**src/rtl/trigger_sequencer.sv**
```systemverilog
`timescale 1ns/1ps
// -----------------------------------------------------------------------------
// trigger_sequencer
// Multi-stage trigger sequencer. Each stage waits for a programmed number of
// hits on a masked OR of the matcher event bits, then advances. Once the final
// stage completes, an optional post-trigger delay counts sample transfers
// before a single-clock trigger pulse is issued to the capture controller.
//
// Optional feature: define TRIGGER_SEQUENCER_TIMEOUT_EN to add a per-stage
// timeout that returns a stalled sequence (stage > 0) to stage 0 and pulses
// sts_tmo. Without the macro cfg_tmo is ignored and sts_tmo is tied low.
// -----------------------------------------------------------------------------
module trigger_sequencer #(
    parameter int MTN = 4,   // matcher event inputs
    parameter int STG = 4,   // sequencer stages (>= 2)
    parameter int CNW = 16,  // per-stage occurrence counter width
    parameter int DLW = 16   // post-trigger delay counter width
) (
    input  logic                   clk,
    input  logic                   rst,
    input  logic                   ctl_arm,
    input  logic                   ctl_abort,
    input  logic [STG*MTN-1:0]     cfg_msk,
    input  logic [STG*CNW-1:0]     cfg_cnt,
    input  logic [STG-1:0]         cfg_lst,
    input  logic [DLW-1:0]         cfg_dly,
    input  logic [CNW-1:0]         cfg_tmo,
    input  logic                   sti_transfer,
    input  logic [MTN-1:0]         evt,
    output logic                   sts_armed,
    output logic [$clog2(STG)-1:0] sts_stage,
    output logic                   sts_trg,
    output logic                   sts_tmo
);

    localparam int SW = $clog2(STG);

    // Sequencer states
    localparam logic [1:0] S_IDLE  = 2'd0;
    localparam logic [1:0] S_STAGE = 2'd1;
    localparam logic [1:0] S_DELAY = 2'd2;
    localparam logic [1:0] S_FIRED = 2'd3;

    localparam logic [SW-1:0] LAST_STAGE = SW'(STG - 1);

    // Registered state
    logic [1:0]     state;
    logic [SW-1:0]  stage;
    logic [CNW-1:0] hit_cnt;
    logic [DLW-1:0] dly_cnt;
    logic           armed;
    logic           trg;
    logic           tmo;

    // Next-state values
    logic [1:0]     state_nxt;
    logic [SW-1:0]  stage_nxt;
    logic [CNW-1:0] hit_cnt_nxt;
    logic [DLW-1:0] dly_cnt_nxt;
    logic           trg_nxt;
    logic           tmo_nxt;

    // Configuration of the stage currently being evaluated
    logic [MTN-1:0] cur_msk;
    logic [CNW-1:0] cur_cnt;
    logic           cur_lst;
    logic           hit;
    logic           stage_done;
    logic           is_final;
    logic [DLW:0]   dly_inc;
    logic           dly_reached;

`ifdef TRIGGER_SEQUENCER_TIMEOUT_EN
    logic [CNW-1:0] tmo_cnt;
    logic [CNW-1:0] tmo_cnt_nxt;
    logic [CNW:0]   tmo_inc;
    logic           tmo_reached;
`else
    // cfg_tmo has no function in this build; fold it into a sink net.
    logic unused_tmo;
    assign unused_tmo = ^cfg_tmo;
`endif

    // Select the active stage's mask/count/final flag and evaluate the hit.
    // The configuration is read live, so changes while armed apply on the
    // very next evaluation.
    always_comb begin
        cur_msk     = cfg_msk[stage*MTN +: MTN];
        cur_cnt     = cfg_cnt[stage*CNW +: CNW];
        cur_lst     = cfg_lst[stage];
        hit         = |(evt & cur_msk);
        stage_done  = sti_transfer && hit && (hit_cnt == cur_cnt);
        is_final    = cur_lst || (stage == LAST_STAGE);
        // One extra bit keeps the compare free of wrap-around.
        dly_inc     = {1'b0, dly_cnt} + {{DLW{1'b0}}, 1'b1};
        dly_reached = dly_inc >= {1'b0, cfg_dly};
    end

`ifdef TRIGGER_SEQUENCER_TIMEOUT_EN
    // Timeout threshold: a zero cfg_tmo disables the timeout.
    always_comb begin
        tmo_inc     = {1'b0, tmo_cnt} + {{CNW{1'b0}}, 1'b1};
        tmo_reached = (cfg_tmo != '0) && (tmo_inc >= {1'b0, cfg_tmo});
    end
`endif

    // Next-state logic: abort beats arm, arm beats event processing.
    always_comb begin
        // NOTE: every variable gets a default here so no path leaves one
        // unassigned; a missing default would infer a latch.
        state_nxt   = state;
        stage_nxt   = stage;
        hit_cnt_nxt = hit_cnt;
        dly_cnt_nxt = dly_cnt;
        trg_nxt     = 1'b0;
        tmo_nxt     = 1'b0;
`ifdef TRIGGER_SEQUENCER_TIMEOUT_EN
        tmo_cnt_nxt = tmo_cnt;
`endif

        if (ctl_abort) begin
            state_nxt   = S_IDLE;
            stage_nxt   = '0;
            hit_cnt_nxt = '0;
            dly_cnt_nxt = '0;
`ifdef TRIGGER_SEQUENCER_TIMEOUT_EN
            tmo_cnt_nxt = '0;
`endif
        end else if (ctl_arm) begin
            // Arm restarts the sequence from any state; events on this clock
            // are deliberately not evaluated.
            state_nxt   = S_STAGE;
            stage_nxt   = '0;
            hit_cnt_nxt = '0;
            dly_cnt_nxt = '0;
`ifdef TRIGGER_SEQUENCER_TIMEOUT_EN
            tmo_cnt_nxt = '0;
`endif
        end else if (sti_transfer) begin
            case (state)
                S_STAGE: begin
                    if (stage_done) begin
                        hit_cnt_nxt = '0;
`ifdef TRIGGER_SEQUENCER_TIMEOUT_EN
                        // Completion wins over a timeout on the same transfer.
                        tmo_cnt_nxt = '0;
`endif
                        if (is_final) begin
                            if (cfg_dly == '0) begin
                                state_nxt = S_FIRED;
                                trg_nxt   = 1'b1;
                            end else begin
                                state_nxt   = S_DELAY;
                                dly_cnt_nxt = '0;
                            end
                        end else begin
                            stage_nxt = stage + SW'(1);
                        end
                    end else begin
                        if (hit) begin
                            hit_cnt_nxt = hit_cnt + CNW'(1);
                        end
`ifdef TRIGGER_SEQUENCER_TIMEOUT_EN
                        // Stage 0 waits indefinitely; later stages may time out.
                        if (stage != '0) begin
                            if (tmo_reached) begin
                                stage_nxt   = '0;
                                hit_cnt_nxt = '0;
                                tmo_cnt_nxt = '0;
                                tmo_nxt     = 1'b1;
                            end else begin
                                tmo_cnt_nxt = tmo_inc[CNW-1:0];
                            end
                        end
`endif
                    end
                end
                S_DELAY: begin
                    // Events are irrelevant here; only transfers are counted.
                    if (dly_reached) begin
                        state_nxt = S_FIRED;
                        trg_nxt   = 1'b1;
                    end else begin
                        dly_cnt_nxt = dly_inc[DLW-1:0];
                    end
                end
                default: begin
                    // IDLE and FIRED ignore events; FIRED never re-triggers.
                end
            endcase
        end
    end

    // State, counter and output registers with asynchronous reset.
    always_ff @(posedge clk or posedge rst) begin
        if (rst) begin
            state   <= S_IDLE;
            stage   <= '0;
            hit_cnt <= '0;
            dly_cnt <= '0;
            armed   <= 1'b0;
            trg     <= 1'b0;
            tmo     <= 1'b0;
        end else begin
            // NOTE: non-blocking assignments so every register samples the
            // pre-edge values regardless of statement order.
            state   <= state_nxt;
            stage   <= stage_nxt;
            hit_cnt <= hit_cnt_nxt;
            dly_cnt <= dly_cnt_nxt;
            armed   <= (state_nxt == S_STAGE) || (state_nxt == S_DELAY);
            trg     <= trg_nxt;
            tmo     <= tmo_nxt;
        end
    end

`ifdef TRIGGER_SEQUENCER_TIMEOUT_EN
    // Per-stage timeout counter.
    always_ff @(posedge clk or posedge rst) begin
        if (rst) begin
            tmo_cnt <= '0;
        end else begin
            tmo_cnt <= tmo_cnt_nxt;
        end
    end
`endif

    // The stage index is held through DELAY and FIRED so software can see
    // which stage completed the sequence.
    assign sts_armed = armed;
    assign sts_stage = stage;
    assign sts_trg   = trg;
    assign sts_tmo   = tmo;

endmodule
```
**config.mk**
```make
export PLATFORM = sky130hd
export DESIGN_NAME = trigger_sequencer
export DESIGN_NICKNAME = d
export VERILOG_FILES = /design/src/rtl/trigger_sequencer.sv
export SDC_FILE = /design/constraint.sdc
export NUM_CORES = 1
export LEC_CHECK = 0
export BUFFER_PORTS_ARGS = -buffer_cell sky130_fd_sc_hd__buf_2
export CAP_MARGIN = 20
export CORE_MARGIN = 1.5
export CORE_UTILIZATION = 50
export DETAILED_ROUTE_END_ITERATION = 12
export PLACE_DENSITY = 0.82
export SYNTH_ARGS = -nofsm -noshare
export SYNTH_HDL_FRONTEND = slang
export SYNTH_SLANG_ARGS = --single-unit
```
**constraint.sdc**
```tcl
create_clock -name clk -period 5.2 [get_ports clk]
set_clock_uncertainty 0.05 [all_clocks]
set_input_delay 1.04 -clock clk [delete_from_list [all_inputs] [get_ports clk]]
set_output_delay 1.04 -clock clk [all_outputs]
set_load 0.005 [all_outputs]
```
**Word-level counts from Yosys, hierarchy flattened**

Cells that the tools add are included.

- Shift operators: 2
- Mux-type cells: 38
- $lt $le $gt $ge: 2
- Eq/ne operators: 11
- Reductions and logical operators: 14
- Bitwise operators: 1
- Add/sub/neg operators: 3

Operators by type and width:

| operator | number |
|---|---|
| $mux W16 | 13 |
| $shiftx A64 B7 Y16 | 1 |
| $pmux W16 S2 | 1 |
| $mux W2 | 12 |
| $add A16 B1 Y17 const B | 1 |
| $ge A17 B16 Y1 | 1 |
| $add A16 B1 Y16 const B | 1 |
| $eq A16 B16 Y1 | 1 |
| $logic_not A16 Y1 | 1 |
| $ne A4 B4 Y1 const B | 4 |
| $shiftx A16 B5 Y4 | 1 |
| $mux W1 | 9 |
| $reduce_bool A3 Y1 | 3 |
| $reduce_bool A4 Y1 | 2 |
| $eq A2 B2 Y1 const B | 3 |
| $reduce_and A6 Y1 | 1 |
| $and A4 B4 Y4 | 1 |
| $eq A2 B1 Y1 const B | 2 |
| $pmux W2 S2 | 1 |
| $reduce_and A4 Y1 | 1 |
| $reduce_or A4 Y1 | 1 |
| $lt A2 B3 Y1 const B | 1 |
| $ne A3 B3 Y1 const B | 1 |
| $reduce_and A3 Y1 | 1 |
| 5 further kinds | 7 |

- Output and inout bits: 5
- Bits of input ports: 125
- Register bits: 38
- Word-level logic and storage cells: 77

**Depth between registers and ports, before layout**

- Word-level depth: 12
- Mapped depth: 17
- Mapped depth without buffers: 16

**Worst setup path before layout**

Ideal clock, no wire load.

- Kind: register to register
- Start: reg dly_cnt[0]
- End: reg dly_cnt[2]
- Slack: 1.501 ns
- Arrival time: 3.527 ns
- Cell stages (with the launch flop): 18
- Required time: 5.028 ns
- Clock period less this slack: 3.699 ns
- Buffers on the path: 2
- Setup time: 0.122 ns
- Path through: dfrtp_1 and3_1 nand3_1 or2_2 clkbuf_1 nor2_1 nand3_1 xnor2_1 ha_1 nand3_1 nor2_1 a311oi_1 o311ai_0 o21a_1 a2111oi_4 buf_6 o21ai_1 a32o_1

- Longest elaborated chain between the ends: 6
- Elaborated cells on any way between the ends: 9
- Those cells by class: add/sub: 1; order compare: 1; eq/ne: 1; mux: 5; reduce/logical: 1

RTL lines:

| element | line | RTL |
|---|---|---|
| from (decl) | 50 | `logic [DLW-1:0] dly_cnt;` |
| from (signal assigned) | 210 | `dly_cnt <= dly_cnt_nxt;` |
| $add A16 B1 Y17 * | 95 | `dly_inc = {1'b0, dly_cnt} + {{DLW{1'b0}}, 1'b1};` |
| branches (longest 5 deep; another with $ge A17 B16 Y1) | n/a |  |

Every way passes the cells marked *. The select of a mux whose other input is x is not followed.
A chain may end at the register's enable or synchronous reset.

**Final worst setup path**

Ends and elaborated chain as after synthesis.

==> results.toml <==
[critical_path]
critPathMaxFanout = 27
rrSetupSlack_ns = 0.90
cp_data_arrival_time_ns = 4.44
r2r-end = "dly_cnt[2]"
cp-start-kind = "flip-flop"
ff2ff_path_depth = 17
required_ns = 5.34
criticalPathCategory = "flip-flop to flip-flop"
r2r-start = "dly_cnt[0]"
endpoint_kind = "flip-flop"

[clock_network]
cts_buffer_depth = 2
hold_buffers = 0
cts_made_buffers = 5
clockRootBuffer = "clkbuf_8"
post-cts-setup-buffers = 0
clock-sinks = 38
cts_resized = 0
cts_tree = "built"
htree_levels = 2
clk_latency_ns = 0.29
path_clk_slew_ns = 0.08

[drt]
route.detailed.drc = 0
top_layer = "met4"
dr_wl_met2_um = 4205
ant_nets = 0
m1WireLength_um = 3315
viasPerCell = 5.777
drtPass1Iterations = 4
drt_wl_total_um = 8167
drt-initial-drc-count = 195
dr_wl_met3_um = 473
route.vias.total = 3137
wl_per_cell_um = 15.04

[hold_path]
worst_hold_path.endpoint = "dly_cnt[14]"
hp-start = "dly_cnt[14]"
hold_depth = 2
min_path_type = "flip-flop to flip-flop"

[power]
p_sw_share_pct = 25.81
intPower_mw = 0.4680
p_clk_share_pct = 33.5
p_sw_mw = 0.1628
power.share.sequential_pct = 47.5
vdd.ir_drop.worst_v = 0.0001007
leakage_nw = 1.782
p_comb_share_pct = 19.0
power_density_nw_per_um2 = 156.7

[floorplanning]
die_area_sq_um = 7142
start_util_pct = 52.02
rows = 29
core_sq_um = 6386
die_h_um = 84.51
boundaryPins = 130
die_w_um = 84.51

[synth]
ys_top_cells_by_count = "dfrtp_1, nor2_1, nand3_1, xnor2_1, a21oi_1"
synth_edf_count = 0
syn-num-nets = 503
yosys-top-cells-area = "dfrtp_1, mux4_2, ha_1"
yosys_register_bits = 38
syn_inst = 357
yosys_warnings = 0
yosysUniqueCellTypes = 44
synth.most_common_cell = "dfrtp_1"
seq_area_frac_synth_pct = 28.63
synth_area_per_cell_sq_um = 9.305
yosysTopAreaCellShare_pct = 28.63
yosysTopAreaCell = "dfrtp_1"
synth_top_flop_cell = "dfrtp_1"
syn_area_sq_um = 3322
synthArstFlopShare_pct = 100.0

[run]
cap_violations = 0

[place]
dp_worst_setup_slack_ns = 0.9770
gp_congestion = 0.9012
io_buffers = 112
dp_cells = 535
dp_hpwl_um = 6625

[sta]
rsz0062_at_grt = "no"
hold_viol = 0
maxSlewViolCount = 0
fin_hold_ws_ns = 0.4967
period_share_pct = 82.77
max_clock_freq_mhz = 232.3
fin_tns_setup_ns = 0
worst_pin_slew_ns = 1.039
fin_ws_ns = 0.8960
finalCriticalPeriod_ns = 4.304
slew_headroom_pct = 29.63
setup_viol = 0

[global_routing]
grt_overflow_total = 0
grt_max_degree = 39
first_global_vias = 3195
grt_pass1_wl_um = 13900
antenna_found_initial = 0
grt_use_total_pct = 24.10

[cells_and_area]
syn2layout_area_growth_pct = 21.21
drive_gt1_share_pct = 31.55
diodes = 0
layout.cells.non_filler = 543
fin_nets = 611
postLayoutCoreUtil_pct = 63.05

[status]
outcome = "finished, final reports clean"
==> how the worst max path moves through the flow <==
stage	from	to	slack, ns	depth (start not counted)
after floorplan	dly_cnt[0]	dly_cnt[2]	1.50	17
after global placement	dly_cnt[0]	dly_cnt[2]	1.09	16
after detailed placement	dly_cnt[0]	dly_cnt[2]	0.98	17
after CTS	dly_cnt[0]	dly_cnt[2]	0.94	17
after global routing	dly_cnt[0]	dly_cnt[2]	0.57	17
final	dly_cnt[0]	dly_cnt[2]	0.90	17
==> final cells by class <==
cell class	instances	area, sq um
fill	532	2360
multi-input combinational	279	2203
sequential	38	950.9
timing repair buffer	116	590.6
tap	77	96.34
inverter	25	93.84
clock buffer	7	86.33
clock inverter	1	5.005
==> critical path: stages (launching register included) <==
cell and delay, ns:
dfrtp_1 0.45, ha_1 0.27, nand3_1 0.19, nor2_1 0.25, nand2_1 0.15, nor2_1 0.12
nand2_1 0.12, xnor2_1 0.15, ha_1 0.32, nand4_1 0.16, nor2_1 0.09, a311oi_1 0.29
o311ai_0 0.28, o21a_1 0.28, a2111oi_4 0.31, buf_4 0.33, o21ai_1 0.11, a32o_1 0.26
==> layer usage <==
layer | GRT usage, % | up-vias
met5 | 0 | -
met4 | 7.918 | 0
met3 | 4.818 | 21
met2 | 43.80 | 106
met1 | 28.42 | 1500
li1 | - | 1510
==> cell usage in the layout, fill, tap and decap left out, types with 3 or more instances in the layout <==
cell type and instances:
mux4_2 21, mux2i_1 6, o21ai_0 3, buf_2 112
ha_1 21, buf_4 4, xnor2_1 27, nor4_1 7
nand3_1 29, dfrtp_1 38, and3_1 3, clkbuf_8 6
inv_1 25, nor3_1 8, nor2_1 34, xor2_1 19
a21oi_1 26, nand2_1 17, nand2b_1 13, or3_1 3
nand4_1 14
==> power by group through the flow <==
stage	Clock (mW)	Sequential [mW]	Combinational, mW
floorplan	0	0.306	0.0644
global placement	0	0.306	0.116
detailed placement	0	0.306	0.120
CTS	0.214	0.300	0.121
global route	0.228	0.300	0.133
finish	0.211	0.300	0.120
==> registers in the layout, summed over array words and instances (netlist names) <==
signal and flops:
hit_cnt 16, sts_armed 1, sts_trg 1, sts_stage 2, dly_cnt 16, state 2
==> stage by stage <==
stage	instance area (sq um)	total power, mW
5_1_grt	4026	0.6609
6_report	4026	0.6308
3_5_place_dp	3935	0.4260
3_3_place_gp	3935	0.4216
4_1_cts	4026	0.6349
2_1_floorplan	3322	0.3699
==> kinds of logic (layout without fill, tap and decap cells) <==
| family | count (synthesis) | after routing | share of synthesized area [%] |
|---|---|---|---|
| other | 1 | 1 | 0.1129 |
| AOI/OAI and AO/OA | 48 | 48 | 9.605 |
| xor gates and xnor gates | 46 | 46 | 12.13 |
| buffers and inverters | 40 | 149 | 5.047 |
| muxes | 27 | 27 | 16.05 |
| and+or+nand+nor | 136 | 136 | 20.53 |
| adders and majority gates | 21 | 21 | 7.910 |
| DFF | 38 | 38 | 28.63 |
(Power assumes the default switching activity.)
